### config.mk
export PLATFORM = sky130hd
export DESIGN_NAME = sr_delay_line_tester
export DESIGN_NICKNAME = d
export VERILOG_FILES = /design/src/rtl/sr_dlt_pkg.sv /design/src/rtl/sr_delay_line_tester_prbs7_checker.sv /design/src/rtl/sr_delay_line_tester.sv
export SDC_FILE = /design/constraint.sdc
export NUM_CORES = 1
export LEC_CHECK = 0
export CAP_MARGIN = 5
export CORE_MARGIN = 8
export CORE_UTILIZATION = 45
export DETAILED_ROUTE_END_ITERATION = 10
export SYNTH_ARGS = -nofsm -noshare
export SYNTH_HDL_FRONTEND = slang
export SYNTH_SLANG_ARGS = --single-unit
### constraint.sdc
create_clock -name clk -period 4.3 [get_ports clk]
set_input_delay 1.29 -clock clk [delete_from_list [all_inputs] [get_ports clk]]
set_output_delay 1.29 -clock clk [all_outputs]
set_load 0.02 [all_outputs]
### src/rtl/sr_dlt_pkg.sv
// Shared types and constants for the serial delay line tester.
package sr_dlt_pkg;

  typedef enum logic [1:0] {
    IDLE  = 2'd0,
    FLUSH = 2'd1,
    PROBE = 2'd2,
    PRBS  = 2'd3
  } state_e;

  // PRBS7 polynomial x^7 + x^6 + 1: feedback taps on register bits 6 and 5.
  localparam int         PRBS_TAP_HI = 6;
  localparam int         PRBS_TAP_LO = 5;
  localparam logic [6:0] PRBS_SEED   = 7'h7F;

  // Next PRBS7 bit predicted from the last seven bits (bit 6 is the oldest).
  function automatic logic prbs7_fb(input logic [6:0] s);
    return s[PRBS_TAP_HI] ^ s[PRBS_TAP_LO];
  endfunction

endpackage

### src/rtl/sr_delay_line_tester_prbs7_checker.sv
// Self-synchronising PRBS7 checker: the first seven received bits seed the
// sync register, every later bit is compared against the bit they predict.
module prbs7_checker
  import sr_dlt_pkg::*;
#(
  parameter int ERR_W = 16
) (
  input  logic             clk,
  input  logic             rst,
  input  logic             clear,
  input  logic             bit_valid,
  input  logic             rx_bit,
  output logic             locked,
  output logic [ERR_W-1:0] err_cnt
);

  logic [6:0]       sync_r;
  logic [2:0]       fill_r;
  logic             locked_r;
  logic [ERR_W-1:0] err_r;
  logic [6:0]       sync_next_s;

  // Saturating increment so a noisy line never wraps the error count.
  function automatic logic [ERR_W-1:0] sat_inc(input logic [ERR_W-1:0] v);
    return (v == {ERR_W{1'b1}}) ? v : v + ERR_W'(1);
  endfunction

  assign sync_next_s = {sync_r[5:0], rx_bit};
  assign locked      = locked_r;
  assign err_cnt     = err_r;

  // Shift received bits in, decide lock after the seventh, then count mispredictions.
  always_ff @(posedge clk) begin
    if (rst || clear) begin
      sync_r   <= 7'd0;
      fill_r   <= 3'd0;
      locked_r <= 1'b0;
      err_r    <= {ERR_W{1'b0}};
    end else if (bit_valid) begin
      sync_r <= sync_next_s;
      if (fill_r != 3'd7) begin
        fill_r <= fill_r + 3'd1;
        if (fill_r == 3'd6) begin
          // An all-zero seed can never resynchronise, so report it as fully broken.
          if (sync_next_s != 7'd0) begin
            locked_r <= 1'b1;
          end else begin
            err_r <= {ERR_W{1'b1}};
          end
        end
      end else if (rx_bit != prbs7_fb(sync_r)) begin
        err_r <= sat_inc(err_r);
      end
    end
  end

endmodule

### src/rtl/sr_delay_line_tester.sv
// Drives the on-chip delay line: flushes it, measures latency with a single
// probe pulse, then streams PRBS7 and counts errors on the returning data.
module sr_delay_line_tester
  import sr_dlt_pkg::*;
#(
  parameter int LAT_W     = 10,
  parameter int ERR_W     = 16,
  parameter int N_BITS    = 256,
  parameter int FLUSH_CYC = 256
) (
  input  logic             clk,
  input  logic             rst,
  input  logic             start,
  output logic             sr_in,
  input  logic             sr_out_fb,
  output logic             busy,
  output logic             done,
  output logic             timeout,
  output logic             locked,
  output logic [LAT_W-1:0] latency,
  output logic [ERR_W-1:0] err_cnt
);

  localparam int               CNT_W   = $clog2(N_BITS + 1);
  localparam int               FL_W    = $clog2(FLUSH_CYC + 1);
  localparam logic [LAT_W-1:0] LAT_MAX = {LAT_W{1'b1}};
  localparam logic [CNT_W-1:0] N_TOT   = CNT_W'(N_BITS);
  localparam logic [CNT_W-1:0] N_LAST  = CNT_W'(N_BITS - 1);
  localparam logic [FL_W-1:0]  FL_LAST = FL_W'(FLUSH_CYC - 1);

  state_e           state_r,   state_s;
  logic             sr_in_r,   sr_in_s;
  logic             busy_r,    busy_s;
  logic             done_r,    done_s;
  logic             timeout_r, timeout_s;
  logic [LAT_W-1:0] latency_r, latency_s;
  logic [FL_W-1:0]  fl_cnt_r,  fl_cnt_s;
  logic [LAT_W-1:0] lat_cnt_r, lat_cnt_s;
  logic [6:0]       tx_lfsr_r, tx_lfsr_s;
  logic [CNT_W-1:0] tx_cnt_r,  tx_cnt_s;
  logic [LAT_W-1:0] rx_dly_r,  rx_dly_s;
  logic [CNT_W-1:0] rx_cnt_r,  rx_cnt_s;
  logic [LAT_W-1:0] k_s;
  logic             ck_clear_s;
  logic             ck_valid_s;

  assign sr_in   = sr_in_r;
  assign busy    = busy_r;
  assign done    = done_r;
  assign timeout = timeout_r;
  assign latency = latency_r;

  // Next-state and next-output logic for the run sequencer.
  always_comb begin
    state_s    = state_r;
    sr_in_s    = sr_in_r;
    busy_s     = busy_r;
    done_s     = done_r;
    timeout_s  = timeout_r;
    latency_s  = latency_r;
    fl_cnt_s   = fl_cnt_r;
    lat_cnt_s  = lat_cnt_r;
    tx_lfsr_s  = tx_lfsr_r;
    tx_cnt_s   = tx_cnt_r;
    rx_dly_s   = rx_dly_r;
    rx_cnt_s   = rx_cnt_r;
    ck_clear_s = 1'b0;
    ck_valid_s = 1'b0;
    k_s        = lat_cnt_r + LAT_W'(1);
    case (state_r)
      IDLE: begin
        if (start) begin
          state_s    = FLUSH;
          sr_in_s    = 1'b0;
          busy_s     = 1'b1;
          done_s     = 1'b0;
          timeout_s  = 1'b0;
          latency_s  = {LAT_W{1'b0}};
          fl_cnt_s   = {FL_W{1'b0}};
          lat_cnt_s  = {LAT_W{1'b0}};
          tx_lfsr_s  = PRBS_SEED;
          tx_cnt_s   = {CNT_W{1'b0}};
          rx_dly_s   = {LAT_W{1'b0}};
          rx_cnt_s   = {CNT_W{1'b0}};
          ck_clear_s = 1'b1;
        end else begin
          state_s = IDLE;
        end
      end
      FLUSH: begin
        sr_in_s = 1'b0;
        if (fl_cnt_r == FL_LAST) begin
          sr_in_s   = 1'b1;
          lat_cnt_s = {LAT_W{1'b0}};
          state_s   = PROBE;
        end else begin
          fl_cnt_s = fl_cnt_r + FL_W'(1);
        end
      end
      PROBE: begin
        sr_in_s = 1'b0;
        if (sr_out_fb) begin
          // Hit: TX bit 0 goes out on this same edge; RX starts k edges later.
          latency_s = k_s;
          rx_dly_s  = lat_cnt_r;
          sr_in_s   = tx_lfsr_r[6];
          tx_lfsr_s = {tx_lfsr_r[5:0], prbs7_fb(tx_lfsr_r)};
          tx_cnt_s  = CNT_W'(1);
          state_s   = PRBS;
        end else if (k_s == LAT_MAX) begin
          latency_s = LAT_MAX;
          timeout_s = 1'b1;
          done_s    = 1'b1;
          busy_s    = 1'b0;
          state_s   = IDLE;
        end else begin
          lat_cnt_s = k_s;
        end
      end
      PRBS: begin
        if (tx_cnt_r != N_TOT) begin
          sr_in_s   = tx_lfsr_r[6];
          tx_lfsr_s = {tx_lfsr_r[5:0], prbs7_fb(tx_lfsr_r)};
          tx_cnt_s  = tx_cnt_r + CNT_W'(1);
        end else begin
          sr_in_s = 1'b0;
        end
        if (rx_dly_r != {LAT_W{1'b0}}) begin
          rx_dly_s = rx_dly_r - LAT_W'(1);
        end else begin
          ck_valid_s = 1'b1;
          if (rx_cnt_r == N_LAST) begin
            done_s  = 1'b1;
            busy_s  = 1'b0;
            sr_in_s = 1'b0;
            state_s = IDLE;
          end else begin
            rx_cnt_s = rx_cnt_r + CNT_W'(1);
          end
        end
      end
      default: begin
        state_s = IDLE;
        sr_in_s = 1'b0;
        busy_s  = 1'b0;
      end
    endcase
  end

  // State and output registers; reset returns everything to idle with outputs low.
  always_ff @(posedge clk) begin
    if (rst) begin
      state_r   <= IDLE;
      sr_in_r   <= 1'b0;
      busy_r    <= 1'b0;
      done_r    <= 1'b0;
      timeout_r <= 1'b0;
      latency_r <= {LAT_W{1'b0}};
      fl_cnt_r  <= {FL_W{1'b0}};
      lat_cnt_r <= {LAT_W{1'b0}};
      tx_lfsr_r <= PRBS_SEED;
      tx_cnt_r  <= {CNT_W{1'b0}};
      rx_dly_r  <= {LAT_W{1'b0}};
      rx_cnt_r  <= {CNT_W{1'b0}};
    end else begin
      state_r   <= state_s;
      sr_in_r   <= sr_in_s;
      busy_r    <= busy_s;
      done_r    <= done_s;
      timeout_r <= timeout_s;
      latency_r <= latency_s;
      fl_cnt_r  <= fl_cnt_s;
      lat_cnt_r <= lat_cnt_s;
      tx_lfsr_r <= tx_lfsr_s;
      tx_cnt_r  <= tx_cnt_s;
      rx_dly_r  <= rx_dly_s;
      rx_cnt_r  <= rx_cnt_s;
    end
  end

  prbs7_checker #(.ERR_W(ERR_W)) u_checker (
    .clk       (clk),
    .rst       (rst),
    .clear     (ck_clear_s),
    .bit_valid (ck_valid_s),
    .rx_bit    (sr_out_fb),
    .locked    (locked),
    .err_cnt   (err_cnt)
  );

endmodule
==> run_results.csv <==
group,metric,value,unit
logic_synthesis,ys_seq_elements,97,
power_and_ir_drop,total_power,1.67,mW
timing,tns,0,ns
detailed_routing,wirelength,11300,um
critical_path,cp_num_buf_inv,1,
cts,cts.repair.resized,0,
placement,io_buffer_count,34,
global_routing,grt.overflow.total,0,
logic_synthesis,synth-seq-area-share,0.401,
detailed_routing,ant_nets,0,
logic_synthesis,syn-num-nets,597,
cts,insertion_delay,0.37,ns
detailed_routing,drc,0,
critical_path,r2r_cells,6,
die,core-area,0.0107,mm^2
cts,htree_levels,3,
critical_path,critPathKind,"primary input to flip-flop",
worst_hold_path,whs_path_depth,1,
die,row_count,38,
job,drv_cap,0,
die,die_h,120,um
logic_synthesis,yosysTopAreaCell,"dfxtp_1",
timing,fin_crit,3.14,ns
layout,multi_input_area,0.00271,mm^2
placement,gp_congestion,0.888,
layout,drive_gt1_frac,0.0624,
timing,slew_violations,0,
logic_synthesis,synth-edff-count,0,
cts,cts_tree,"done",
global_routing,first_global_vias,4032,
logic_synthesis,postSynthAreaPerCell,8.36,um^2
die,initial_core_util,0.455,
logic_synthesis,synth_top_area_frac,0.401,
timing,slew_headroom,0.433,
logic_synthesis,synth-main-ff-cell,"dfxtp_1",
logic_synthesis,yosys-top-cells-count,"dfxtp_1 (97), nor2_1 (87), nand2_1 (44)",
logic_synthesis,ys_warn_count,0,
global_routing,gr-usage-all-layers,0.159,
cts,clkTransAtPathRegs,0.09,ns
power_and_ir_drop,p_per_area,304,mW/mm^2
global_routing,antenna_found_initial,0,
die,dieArea,0.0143,mm^2
cts,cts_num_sinks,97,
global_routing,grt_max_degree,44,
detailed_routing,wl_per_cell,15.1,um
timing,tightest_slew,0.845,ns
timing,fmax,318,MHz
timing,worst_slack,1.16,ns
layout,diodes,0,
logic_synthesis,syn_inst,579,
placement,hpwl,7840,um
cts,cts_buffers,9,
cts,cts_buffer_depth,2,
layout,syn_to_final_growth,13.7,%
power_and_ir_drop,vdd.ir_drop.worst,0.000144,V
timing,setup_viol,0,
timing,hold_viol_final,0,
placement,preCtsSetupSlack,0.766,ns
logic_synthesis,syn_area,0.00484,mm^2
detailed_routing,num_vias,4176,
logic_synthesis,synth_area_leaders,"dfxtp_1 (40%), nor2_1 (6.7%), xor2_1 (5.2%)",
cts,cts_setup_buffers,0,
timing,rsz0062_at_grt,"no",
power_and_ir_drop,p_leak,1.97,nW
die,die_x,120,um
logic_synthesis,synthArstFlopShare,0,
global_routing,grt_pass1_wl,19000,um
detailed_routing,first_pass_iters,5,
timing,period_share,0.731,
critical_path,max_stage_delay,0.71,ns
cts,cts_root_buf,"clkbuf_8",
critical_path,path_max_fanout,15,
critical_path,path_cells,"clkdlybuf4s50_1, o41a_1, a2111oi_4, nand4_1, xor2_1, a21oi_1",
cts,ctsHoldBuffers,0,
status,outcome,"completed",
worst_hold_path,hold_path.class,"flip-flop to flip-flop",
detailed_routing,drt_iter0_drc,287,
detailed_routing,vias_per_cell,5.58,
timing,finClkSkew,0.0108,ns
critical_path,worst_setup_path_start_kind,"primary input",
layout,regArea,0.00194,mm^2
critical_path,worstPathArrival,3.44,ns
layout,fill_cells,1079,
critical_path,crit_required,4.60,ns
logic_synthesis,yosysMostFrequentCell,"dfxtp_1",
die,io_pins,35,
layout,fin_nets,622,
critical_path,crit_family,"compound AO/OA/AOI/OAI gates",
critical_path,slowest_stage,"a2111oi_4",
critical_path,setup.worst_path.end_class,"flip-flop",
critical_path,cp.depth,6,
logic_synthesis,ys_types,59,
-- stage by stage --
| step | instance area, um^2 | hold WS (ns) | cells | util |
|---|---|---|---|---|
| global route | 5510 | 0.508 | 749 | 0.517 |
| floorplan | 4840 | 0.449 | 579 | - |
| CTS | 5510 | 0.486 | 749 | 0.517 |
| global placement | 5300 | 0.453 | 733 | 0.498 |
| finish | 5510 | 0.481 | 749 | 0.517 |
| detailed placement | 5300 | 0.461 | 733 | 0.498 |
-- state kept, by name (all words and copies together) (netlist names), 3 cells and up --
name and count:
u_checker.err_cnt 16, rx_cnt_r 9, u_checker.sync_r 7, fl_cnt_r 9, tx_lfsr_r 7, tx_cnt_r 9, lat_cnt_r 10, rx_dly_r 10
latency 10, u_checker.fill_r 3
-- final timing paths --
kind,from,to,slack [ns]
worst max-delay path,sr_out_fb,u_checker.err_cnt[4],1.16
worst min-delay path,latency[7],latency[7],0.48
worst max register to register,lat_cnt_r[0],latency[1],1.41
worst min register to register,latency[7],latency[7],0.48
-- cell families after synthesis --
logic type / count (synthesis) / synth area share
AND/OR/NAND/NOR: 246 / 0.250
AO/OA/AOI/OAI: 121 / 0.171
flip-flops: 97 / 0.401
buffers and inverters: 48 / 0.0395
XOR/XNOR: 39 / 0.0736
multiplexers: 14 / 0.0289
adder cells (fa/ha/maj): 14 / 0.0362
-- power by group --
group / total [mW] / internal, mW / switching (mW)
Combinational: 0.142 / 0.0515 / 0.0903
Sequential: 0.916 / 0.909 / 0.00702
Clock: 0.615 / 0.299 / 0.317
-- final cells by class --
class                           instances  share of cell area
Clock buffer                           11              0.0275
Sequential cell                        97               0.353
Inverter                               20              0.0136
Multi-Input combinational cell        434               0.492
Tap cell                              140              0.0318
Clock inverter                          5             0.00977
Timing Repair Buffer                   42              0.0727
-- per-layer routing --
metal / vias up / GRT usage / wire length, um
met2: 72 / 0.264 / 5250
met1: 1982 / 0.194 / 5330
met5: - / 0 / 0
li1: 2109 / - / -
met4: 0 / 0.0765 / 216
met3: 13 / 0.0282 / 483
-- cells in the final DEF, fill, tap and decap left out, types with 5 or more instances in the layout --
master            n
a211oi_1          6
or3_1             7
clkbuf_8         11
and3_1            9
nor3_1           16
ha_1             14
xor2_1           29
buf_4             8
clkdlybuf4s50_1  34
nand2b_1          5
mux2i_1          14
nand4_1          17
inv_1            20
xnor2_1           9
nor2_1           87
a21oi_1          39
dfxtp_1          97
a2bb2oi_1         5
nor3b_1           8
o21ai_0          29
nand2_1          44
nand3_1          28
(Power assumes the default switching activity.)
